File: src/rtl/uart_rx_oversampled.sv
// Oversampled UART receiver: start/data/parity/stop sampling on baud_tick,
// delivering each word through a one-entry valid/ready buffer.
module uart_rx_oversampled #(
    parameter int DATA_BITS  = 8,
    parameter int OVERSAMPLE = 16,
    parameter int PARITY_EN  = 0,
    parameter int PARITY_ODD = 0
) (
    input  logic                 clk,
    input  logic                 reset_n,
    input  logic                 baud_tick,
    input  logic                 rx,
    output logic [DATA_BITS-1:0] rx_data,
    output logic                 rx_valid,
    input  logic                 rx_ready,
    output logic                 frame_err,
    output logic                 parity_err,
    output logic                 overrun
);

    localparam int CW = $clog2(OVERSAMPLE);
    localparam int BW = $clog2(DATA_BITS + 1);

    localparam logic [CW-1:0] MID  = CW'(OVERSAMPLE / 2 - 1);
    localparam logic [CW-1:0] LAST = CW'(OVERSAMPLE - 1);
    localparam logic [BW-1:0] LAST_BIT = BW'(DATA_BITS - 1);
    localparam logic ODD     = (PARITY_ODD != 0);
    localparam logic HAS_PAR = (PARITY_EN != 0);

    localparam logic [2:0] IDLE   = 3'd0;
    localparam logic [2:0] START  = 3'd1;
    localparam logic [2:0] DATA   = 3'd2;
    localparam logic [2:0] PARITY = 3'd3;
    localparam logic [2:0] STOP   = 3'd4;
    localparam logic [2:0] BREAK  = 3'd5;

    logic                 rx_meta;
    logic                 rx_s;
    logic [2:0]           state;
    logic [CW-1:0]        cnt;
    logic [BW-1:0]        bit_cnt;
    logic [DATA_BITS-1:0] shreg;
    logic                 fe_q;
    logic                 pe_q;
    logic                 done;

    always_ff @(posedge clk or negedge reset_n) begin
        if (!reset_n) begin
            rx_meta <= 1'b1;
            rx_s    <= 1'b1;
        end else begin
            rx_meta <= rx;
            rx_s    <= rx_meta;
        end
    end

    // done marks the tick that sampled the stop bit; the buffer acts on it next clk
    always_ff @(posedge clk or negedge reset_n) begin
        if (!reset_n) begin
            state   <= IDLE;
            cnt     <= '0;
            bit_cnt <= '0;
            shreg   <= '0;
            fe_q    <= 1'b0;
            pe_q    <= 1'b0;
            done    <= 1'b0;
        end else begin
            done <= 1'b0;
            if (baud_tick) begin
                cnt <= cnt + CW'(1);
                unique case (state)
                    IDLE: begin
                        cnt <= '0;
                        if (!rx_s) begin
                            state <= START;
                        end
                    end
                    START: begin
                        if (cnt == MID) begin
                            cnt <= '0;
                            if (rx_s) begin
                                state <= IDLE;
                            end else begin
                                state   <= DATA;
                                bit_cnt <= '0;
                                fe_q    <= 1'b0;
                                pe_q    <= 1'b0;
                            end
                        end
                    end
                    DATA: begin
                        if (cnt == LAST) begin
                            cnt     <= '0;
                            shreg   <= {rx_s, shreg[DATA_BITS-1:1]};
                            bit_cnt <= bit_cnt + BW'(1);
                            if (bit_cnt == LAST_BIT) begin
                                state <= HAS_PAR ? PARITY : STOP;
                            end
                        end
                    end
                    PARITY: begin
                        if (cnt == LAST) begin
                            cnt   <= '0;
                            pe_q  <= (^shreg) ^ rx_s ^ ODD;
                            state <= STOP;
                        end
                    end
                    STOP: begin
                        if (cnt == LAST) begin
                            cnt   <= '0;
                            done  <= 1'b1;
                            fe_q  <= ~rx_s;
                            state <= rx_s ? IDLE : BREAK;
                        end
                    end
                    BREAK: begin
                        cnt <= '0;
                        if (rx_s) begin
                            state <= IDLE;
                        end
                    end
                    default: begin
                        cnt   <= '0;
                        state <= IDLE;
                    end
                endcase
            end
        end
    end

    // An accept on the completing clk frees the buffer, so no overrun then
    always_ff @(posedge clk or negedge reset_n) begin
        if (!reset_n) begin
            rx_data    <= '0;
            rx_valid   <= 1'b0;
            frame_err  <= 1'b0;
            parity_err <= 1'b0;
            overrun    <= 1'b0;
        end else begin
            overrun <= 1'b0;
            if (done) begin
                if (rx_valid && !rx_ready) begin
                    overrun <= 1'b1;
                end else begin
                    rx_data    <= shreg;
                    frame_err  <= fe_q;
                    parity_err <= pe_q;
                    rx_valid   <= 1'b1;
                end
            end else if (rx_valid && rx_ready) begin
                rx_valid <= 1'b0;
            end
        end
    end

endmodule

File: config.mk
export PLATFORM = sky130hd
export DESIGN_NAME = uart_rx_oversampled
export DESIGN_NICKNAME = d
export VERILOG_FILES = /design/src/rtl/uart_rx_oversampled.sv
export SDC_FILE = /design/constraint.sdc
export NUM_CORES = 1
export LEC_CHECK = 0
export CORE_MARGIN = 5
export CORE_UTILIZATION = 50
export CTS_CLUSTER_SIZE = 12
export DETAILED_ROUTE_END_ITERATION = 8
export PLACE_DENSITY = 0.68
export RECOVER_POWER = 100
export SYNTH_ARGS = -nofsm -noshare
export SYNTH_HDL_FRONTEND = slang
export SYNTH_SLANG_ARGS = --single-unit
File: constraint.sdc
create_clock -name clk -period 2.3 [get_ports clk]
set_input_delay 0.345 -clock clk [delete_from_list [all_inputs] [get_ports clk]]
set_output_delay 0.345 -clock clk [all_outputs]
set_load 0.01 [all_outputs]
==> metrics, run 1 <==
Placement Rows 21; Most Crowded Layer GR met2; commonest cells in the synthesized netlist dfrtp_1, mux2_2, nand2_1, nor2_1, inv_1; GR Util met1 16.2%; CTS resizes 0; post-detailed-route count of antenna-violating nets 0; number of H-tree levels 2; Die X-Extent 69.0 um; Ys Warns 0; final worst path period need 1.94 ns; Buf+Inv Stages, Crit Path 0; GP Congestion 0.803; netlist area before placement 1740 sq um; leak pwr 0.974 nW; global routing met2 resource utilization 23.1%; most common cell in the netlist dfrtp_1; number of max-capacitance violations reported 0; synthesized netlist net count 146; Die Area 4770 sq um; post-CTS setup buffers 0; antenna violations before repair 0; largest net degree at the start of global routing 37; count of buffers inserted at the top-level ports 16; antenna cell count 0; total number of clock tree sinks 36; Tightest Pin Transition 0.881 ns; via count of the routed design 1134; data required time at the worst endpoint 2.52 ns; starting DRC count in detailed routing 69; wire per inst 14.3 um; routed via count divided by cell count 5.48; final worst hold slack 0.363 ns; share of synthesized registers carrying an async set or reset 100%; Detailed Place HPWL 2.18 mm; peak ir drop on the vdd network 0.000398 V; number of remaining DRC errors 0; starting density of the core 51.8%; outcome completed; chain of cells forming the critical path ha_1, and3_1, nand2_1, nor2_2, mux2_2; critical path fanouts, max 10; final setup violation count 0; signal arrival time at the worst endpoint 2.15 ns; Netlist cell types 42; post-synthesis instance total 139; filler cell count 303; ratio of cells with drive above 1 in the final layout 21.7%; tightest slew margin relative to the limit 41.3%; crit path capture type flop; achievable frequency 0.516 GHz; Final nets 167; placeable core area 3360 sq um; post-detailed-routing wire length 2.97 mm; maximum buffer depth of the clock tree 2; class of the tightest hold or removal check flop to flop; number of hold buffers added after CTS 0; TritonCTS Buffers 5; Worst Clk Skew 0.0135 ns; buffer cell driving the clock tree root clkbuf_4; DIE HEIGHT 69.0 um; share of the clock period used by the worst path 84.3%; Post-synth EDFFs 0; drt pass-1 iters 4; library cell contributing the largest single delay on the critical path nor2_2; power per cell area 760 nW/um^2; total global-route track usage 13.6%; number of storage elements in the synthesis netlist 36; area leader, netlist dfrtp_1; syn_area_per_cell 12.5 sq um; clock latency at the later pin of the worst-skew pair 0.33 ns; critical path start-end classification flop to flop; category of the worst setup path launch point flop; cell class contributing the biggest share of worst-path delay simple AND/OR/NAND/NOR gates; TritonCTS clock tree built; number of global-route vias before repair 1185; number of primary I/O pins 17; leading register cell type out of synthesis dfrtp_1; post-placement worst setup slack 0.432 ns; proportion of synthesized chip area in sequential cells 51.8%; min setup slack post-route 0.361 ns; met3 Resource Use GR 4.36%; setup repair after global routing missed its margin no; Clock Pin Slew Worst Setup and Hold Paths 0.11 ns; signed area change from the synthesized netlist to the final layout 14.7%; CP peak stage delay 0.43 ns; wire length of the first global-routing pass 5.26 mm; count of endpoints failing hold in the final timing report 0; share of Yosys cell area claimed by the top area cell type 48.8%; number of slew-limit violations in the final report 0; final setup TNS 0 ns; worst reg2reg setup slack 0.36 ns; cell types with the largest area share after synthesis dfrtp_1, mux2_2, dfstp_2; remaining global-route overflow 0
## metal layers
metal,up-vias,routed length (um)
met5,-,0
met4,0,46
met3,6,77
met2,13,1490
met1,567,1350
li1,548,-
## registers in the layout, indices dropped and copies added (netlist names)
name and flops:
shreg 8, pe_q 1, done 1, rx_valid 1, overrun 1, state 3
parity_err 1, rx_data 8, bit_cnt 4, rx_s 1, frame_err 1, rx_meta 1
fe_q 1, cnt 4
## power breakdown
part	internal (W)	leakage (nW)	switching, W	total, W
combinational	0.000147	0.442	0.000185	0.000331
sequential	0.000681	0.490	0.0000783	0.000759
clock	0.000228	0.0422	0.000202	0.000430
## cell type report
cell class	instances	area, sq um	area share, %
clock inverters	2	35.0	1.75
multi-input cells	94	771	38.5
flip-flops and latches	36	903	45.2
inverters	5	18.8	0.939
repair buffers	18	173	8.64
clock buffers	6	41.3	2.07
well taps	46	57.6	2.88
## path summary, 6_finish.rpt
path	start	endpoint	cells past startpoint
worst max-delay path	cnt[0]	shreg[6]	5
worst min-delay path	rx_meta	rx_s	0
worst max register to register	cnt[0]	shreg[6]	5
worst min register to register	rx_meta	rx_s	0
max in group asynchronous	reset_n	rx_valid	2
min in group asynchronous	reset_n	rx_data[2]	2
## placed cells by master, fill, tap and decap left out, drive strengths merged, types with 2 or more instances in the layout
cell	Yosys	final
o22ai	3	3
o41ai	3	3
o31ai	2	2
a22o	3	3
nand2	8	8
dlygate4sd3	0	15
nor3b	2	2
ha	2	2
xor2	3	3
mux2	21	21
xnor2	4	4
nand3	4	4
dfrtp	34	34
a21oi	5	5
dfstp	2	2
clkbuf	1	7
nand3b	2	2
mux2i	2	2
nor2	8	8
nand2b	3	3
and3b	2	2
or3b	4	4
o21ai	5	5
inv	5	5
## stage by stage
step / power, W / cells / instance area [sq um] / util, %
3_5_place_dp: 0.00113 / 199 / 1950 / 57.9
6_report: 0.00152 / 207 / 2000 / 59.4
3_3_place_gp: 0.00111 / 199 / 1950 / 57.9
5_1_grt: 0.00161 / 207 / 2000 / 59.4
4_1_cts: 0.00156 / 207 / 2020 / 60.2
2_1_floorplan: 0.00105 / 139 / 1740 / -
## kinds of logic (layout without fill, tap and decap cells)
kind of cell    after synthesis  in the layout  synth area share (%)
fa+ha+maj                     2              2                  1.44
flops                        36             36                  51.8
compound gates               23             23                  9.76
buf+inv                       9             31                  2.66
simple gates                 38             38                  14.6
mux                          23             23                  14.9
xor+xnor                      8              8                  4.81
## worst register-to-register path, cell delays in order, from the launching register on
cell,delay (ns)
dfrtp_1,0.41
ha_1,0.24
and3_1,0.24
nand2_1,0.12
nor2_2,0.43
mux2_2,0.39
Power figures use the tool's default switching activity.
==> inputs of run 2 (changes only) <==
PLACE_DENSITY = 0.71   (was 0.68)
clock period = 1.6 ns   (was 2.3 ns; I/O delays follow)
==> metrics, run 2 (synthesis gave the netlist of run 1 again) <==
min setup slack post-route -0.109 ns; achievable frequency 0.585 GHz; starting density of the core 51.8%; peak ir drop on the vdd network 0.000838 V; Die X-Extent 69.0 um; cell depth of the worst min-delay path 0; total number of clock tree sinks 36; CP peak stage delay 0.48 ns; maximum buffer depth of the clock tree 2; origin of the worst setup path state[2]; routed via count divided by cell count 5.34; endpoint of the most critical setup path state[1]; tightest slew margin relative to the limit 40.7%; post-route cell area 2400 sq um; library cell contributing the largest single delay on the critical path dfrtp_2; number of global-route vias before repair 1322; class of the tightest hold or removal check flop to flop; signed area change from the synthesized netlist to the final layout 38.0%; leak pwr 1.15 nW; Placement Rows 21; setup repair after global routing missed its margin yes; worst reg2reg setup slack -0.11 ns; count of endpoints failing hold in the final timing report 0; number of slew-limit violations in the final report 0; endpoint of the lowest-slack register-to-register path state[1]; Tightest Pin Transition 0.890 ns; FF+latch area 907 sq um; wire per inst 16.4 um; data required time at the worst endpoint 1.82 ns; commonest non-fill, non-tap cell in the layout buf_4; number of remaining DRC errors 0; filler cell count 241; Worst Clk Skew 0.0199 ns; power per cell area 1080 nW/um^2; number of primary I/O pins 17; registers with the most flip-flops rx_data: 8 flops, shreg: 8 flops; outcome finished with violations; TritonCTS Buffers 5; category of the worst setup path launch point flop; post-detailed-route count of antenna-violating nets 0; crit path capture type flop; Detailed Place HPWL 2.54 mm; placeable core area 3360 sq um; largest net degree at the start of global routing 37; violations in the final reports setup timing; signal arrival time at the worst endpoint 1.93 ns; post-detailed-routing wire length 4.00 mm; area after detailed placement 2140 sq um; Die Area 4770 sq um; number of H-tree levels 2; total global-route track usage 16.2%; critical path fanouts, max 7; drt pass-1 iters 4; antenna cell count 0; number of max-capacitance violations reported 0; GP Congestion 0.779; via count of the routed design 1303; starting DRC count in detailed routing 39; buffer cell driving the clock tree root clkbuf_4; final worst path period need 1.71 ns; Clock Pin Slew Worst Setup and Hold Paths 0.12 ns; top library cells by usage in the layout, fill and taps aside buf_4, dfrtp_1, mux2_2, clkdlybuf4s50_1, mux2_4; final setup violation count 18; wire length of the first global-routing pass 6.15 mm; DIE HEIGHT 69.0 um; final worst hold slack 0.362 ns; total power draw 0.00259 W; ratio of cells with drive above 1 in the final layout 46.0%; chain of cells forming the critical path buf_6, or3b_4, a21oi_4, nor4_4, mux2_1; remaining global-route overflow 0; count of buffers inserted at the top-level ports 16; area of the multi-input gates 911 sq um; Final nets 204; number of hold buffers added after CTS 0; post-placement worst setup slack -0.159 ns; antenna violations before repair 0; clock latency at the later pin of the worst-skew pair 0.35 ns; startpoint of the worst register-to-register path state[2]; count of cells along the worst register-to-register path 5; critical path start-end classification flop to flop; TritonCTS clock tree built; share of the clock period used by the worst path 107%
run 2: timing repair:
action | in CTS | in global routing
setup buffers | 9 | 6
resized for setup | 10 | 18
cloned | 1 | 0
pin swaps | 3 | 6
endpoints found under the setup margin | 16 | 18
run 2: metrics by stage:
| step | TNS (ns) | std cells | util (%) |
|---|---|---|---|
| floorplan | -0.0749 | 139 | - |
| global placement | -0.988 | 220 | 63.6 |
| detailed placement | -1.83 | 220 | 63.6 |
| CTS | -0.514 | 238 | 68.2 |
| global route | -1.83 | 244 | 71.5 |
| finish | -0.926 | 244 | 71.5 |
run 2: how the worst min path moves through the flow:
stage,to,start
finish,rx_s,rx_meta
global route,rx_s,rx_meta
CTS,bit_cnt[3],reset_n
detailed placement,rx_s,rx_meta
global placement,rx_s,rx_meta
floorplan,bit_cnt[0],reset_n
run 2: cell type report:
cell class	count	area share, %
inverter	5	0.780
multi-input combinational	95	37.9
timing repair buffer	54	19.1
clock inverter	1	0.208
sequential	36	37.7
clock buffer	7	1.87
tap	46	2.39
run 2: where the power goes:
group,total (W),internal [W],switching (W)
Combinational,0.00105,0.000570,0.000481
Clock,0.000460,0.000171,0.000289
Sequential,0.00108,0.000984,0.0000927
Total,0.00259,0.00173,0.000863
run 2: metal layers:
metal	part of all wire, %	track usage (%)	wire (um)	up-vias
li1	-	-	-	614
met1	42	19.0	1670	658
met2	53	28.1	2140	21
met3	3.0	4.65	122	10
met4	1.9	5.86	75	0
met5	0	0	0	-
run 2: critical path: cells and delay by family, from the launching register on:
kind | cells | cell delay [ns]
AO/OA/AOI/OAI | 1 | 0.19
multiplexers | 1 | 0.31
flip-flops | 1 | 0.48
AND/OR/NAND/NOR | 2 | 0.46
buffers and inverters | 1 | 0.14
==> inputs of run 3 (changes only) <==
--- a/config.mk
+++ b/config.mk
@@ -11,3 +11,4 @@
 export DETAILED_ROUTE_END_ITERATION = 8
-export PLACE_DENSITY = 0.71
+export DONT_BUFFER_PORTS = 1
+export PLACE_DENSITY = 0.65
 export RECOVER_POWER = 100
==> constraint.sdc (replaced) <==
create_clock -name clk -period 1.6 [get_ports clk]
set_input_delay 0.48 -clock clk [delete_from_list [all_inputs] [get_ports clk]]
set_output_delay 0.48 -clock clk [all_outputs]
set_load 0.01 [all_outputs]
==> metrics, run 3 (synthesis gave the netlist of run 1 again) <==
buffer cell driving the clock tree root clkbuf_4; number of global-route vias before repair 1245; drt pass-1 iters 4; number of slew-limit violations in the final report 0; post-detailed-route count of antenna-violating nets 0; wire length of the first global-routing pass 5.87 mm; number of max-capacitance violations reported 0; signal arrival time at the worst endpoint 1.89 ns; Tightest Pin Transition 0.895 ns; commonest non-fill, non-tap cell in the layout dfrtp_1; min setup slack post-route -0.0805 ns; total global-route track usage 15.4%; antenna violations before repair 0; peak ir drop on the vdd network 0.000665 V; starting DRC count in detailed routing 54; crit path capture type flop; routed via count divided by cell count 5.36; Die Area 4770 sq um; Die X-Extent 69.0 um; GP Congestion 0.797; leak pwr 1.02 nW; starting density of the core 51.8%; Detailed Place HPWL 2.35 mm; category of the worst setup path launch point flop; final setup TNS -0.577 ns; via count of the routed design 1180; share of the clock period used by the worst path 105%; antenna cell count 0; Clock Pin Slew Worst Setup and Hold Paths 0.10 ns; violations in the final reports setup timing; number of primary I/O pins 17; final setup violation count 16; power per cell area 1110 nW/um^2; Placement Rows 21; data required time at the worst endpoint 1.81 ns; post-placement worst setup slack -0.106 ns; achievable frequency 0.595 GHz; setup repair after global routing missed its margin yes; Final nets 180; placeable core area 3360 sq um; DIE HEIGHT 69.0 um; count of buffers inserted at the top-level ports 0; TritonCTS clock tree built; ratio of cells with drive above 1 in the final layout 43.7%; tightest slew margin relative to the limit 40.3%; number of H-tree levels 2; final worst path period need 1.68 ns; count of endpoints failing hold in the final timing report 0; top library cells by usage in the layout, fill and taps aside dfrtp_1, buf_4, mux2_2, mux2_4, nand2_1; Final Instance Count excl. Fillers 220; total number of clock tree sinks 36; number of remaining DRC errors 0; critical path fanouts, max 6; TritonCTS Buffers 5; maximum buffer depth of the clock tree 2; class of the tightest hold or removal check primary input to flop; registers with the most flip-flops rx_data: 8 flops, shreg: 8 flops; critical path start-end classification flop to flop; largest net degree at the start of global routing 37; Worst Clk Skew 0.0125 ns; final worst hold slack 0.131 ns; remaining global-route overflow 0; placed cell count 202; clock latency at the later pin of the worst-skew pair 0.34 ns; signed area change from the synthesized netlist to the final layout 24.8%; post-detailed-routing wire length 3.64 mm; wire per inst 16.5 um; end-of-flow core utilization 64.7%; outcome finished with violations
run 3: cell types whose count changed in the layout (fill, tap and decap cells not counted), sizes merged:
cell,delta
clkdlybuf4s50,-11
buf,-10
dlygate4sd3,-4
clkbuf,+2
dlymetal6s2s,-1
run 3: through the flow:
stage               power, W  instance area [sq um]
floorplan            0.00152                   1760
global placement     0.00173                   1960
detailed placement   0.00176                   1960
CTS                  0.00235                   2110
global route         0.00258                   2170
finish               0.00242                   2170
run 3: critical path, stage by stage (launching register included):
cell and delay (ns):
dfrtp_1 0.45, clkbuf_1 0.21, nand2b_1 0.23, a21oi_4 0.10, nor4_4 0.21, mux2_1 0.36
run 3: area by class of cell:
type,count,area (sq um)
clock buffers,7,45.0
clock inverters,1,8.76
fillers,294,1190
inverters,5,18.8
multi-input cells,95,903
flip-flops and latches,36,906
well taps,46,57.6
repair buffers,30,235
run 3: worst paths after layout:
| kind | startpoint | to | slack [ns] | cells after the start |
|---|---|---|---|---|
| max reg2reg | state[1] | state[1] | -0.08 | 5 |
| min | rx | rx_meta | 0.13 | 0 |
| max in group asynchronous | reset_n | state[0] | 0.19 | 2 |
| min reg2reg | rx_meta | rx_s | 0.37 | 0 |
| min in group asynchronous | reset_n | cnt[0] | 0.80 | 2 |
| max | state[1] | state[1] | -0.08 | 5 |
run 3: routing by layer:
metal	vias up	GRT usage [%]	routed length, um
li1	566	-	-
met1	590	18.2	1600
met2	22	25.1	1880
met3	2	5.23	132
met4	0	6.94	17
met5	-	0	0
run 3: timing repair:
action,4_1_cts,5_1_grt
buffers inserted,3,4
gates resized for setup,8,16
pin swaps,4,6
hold buffers,2,0
cloned,1,0
setup endpoints to repair,15,17
endpoints found under the hold margin,36,0
run 3: power breakdown:
part	total (W)	switching (W)	leakage, nW	internal [W]
Clock	0.000471	0.000295	0.0295	0.000176
Sequential	0.00108	0.0000968	0.487	0.000983
Combinational	0.000870	0.000417	0.507	0.000452
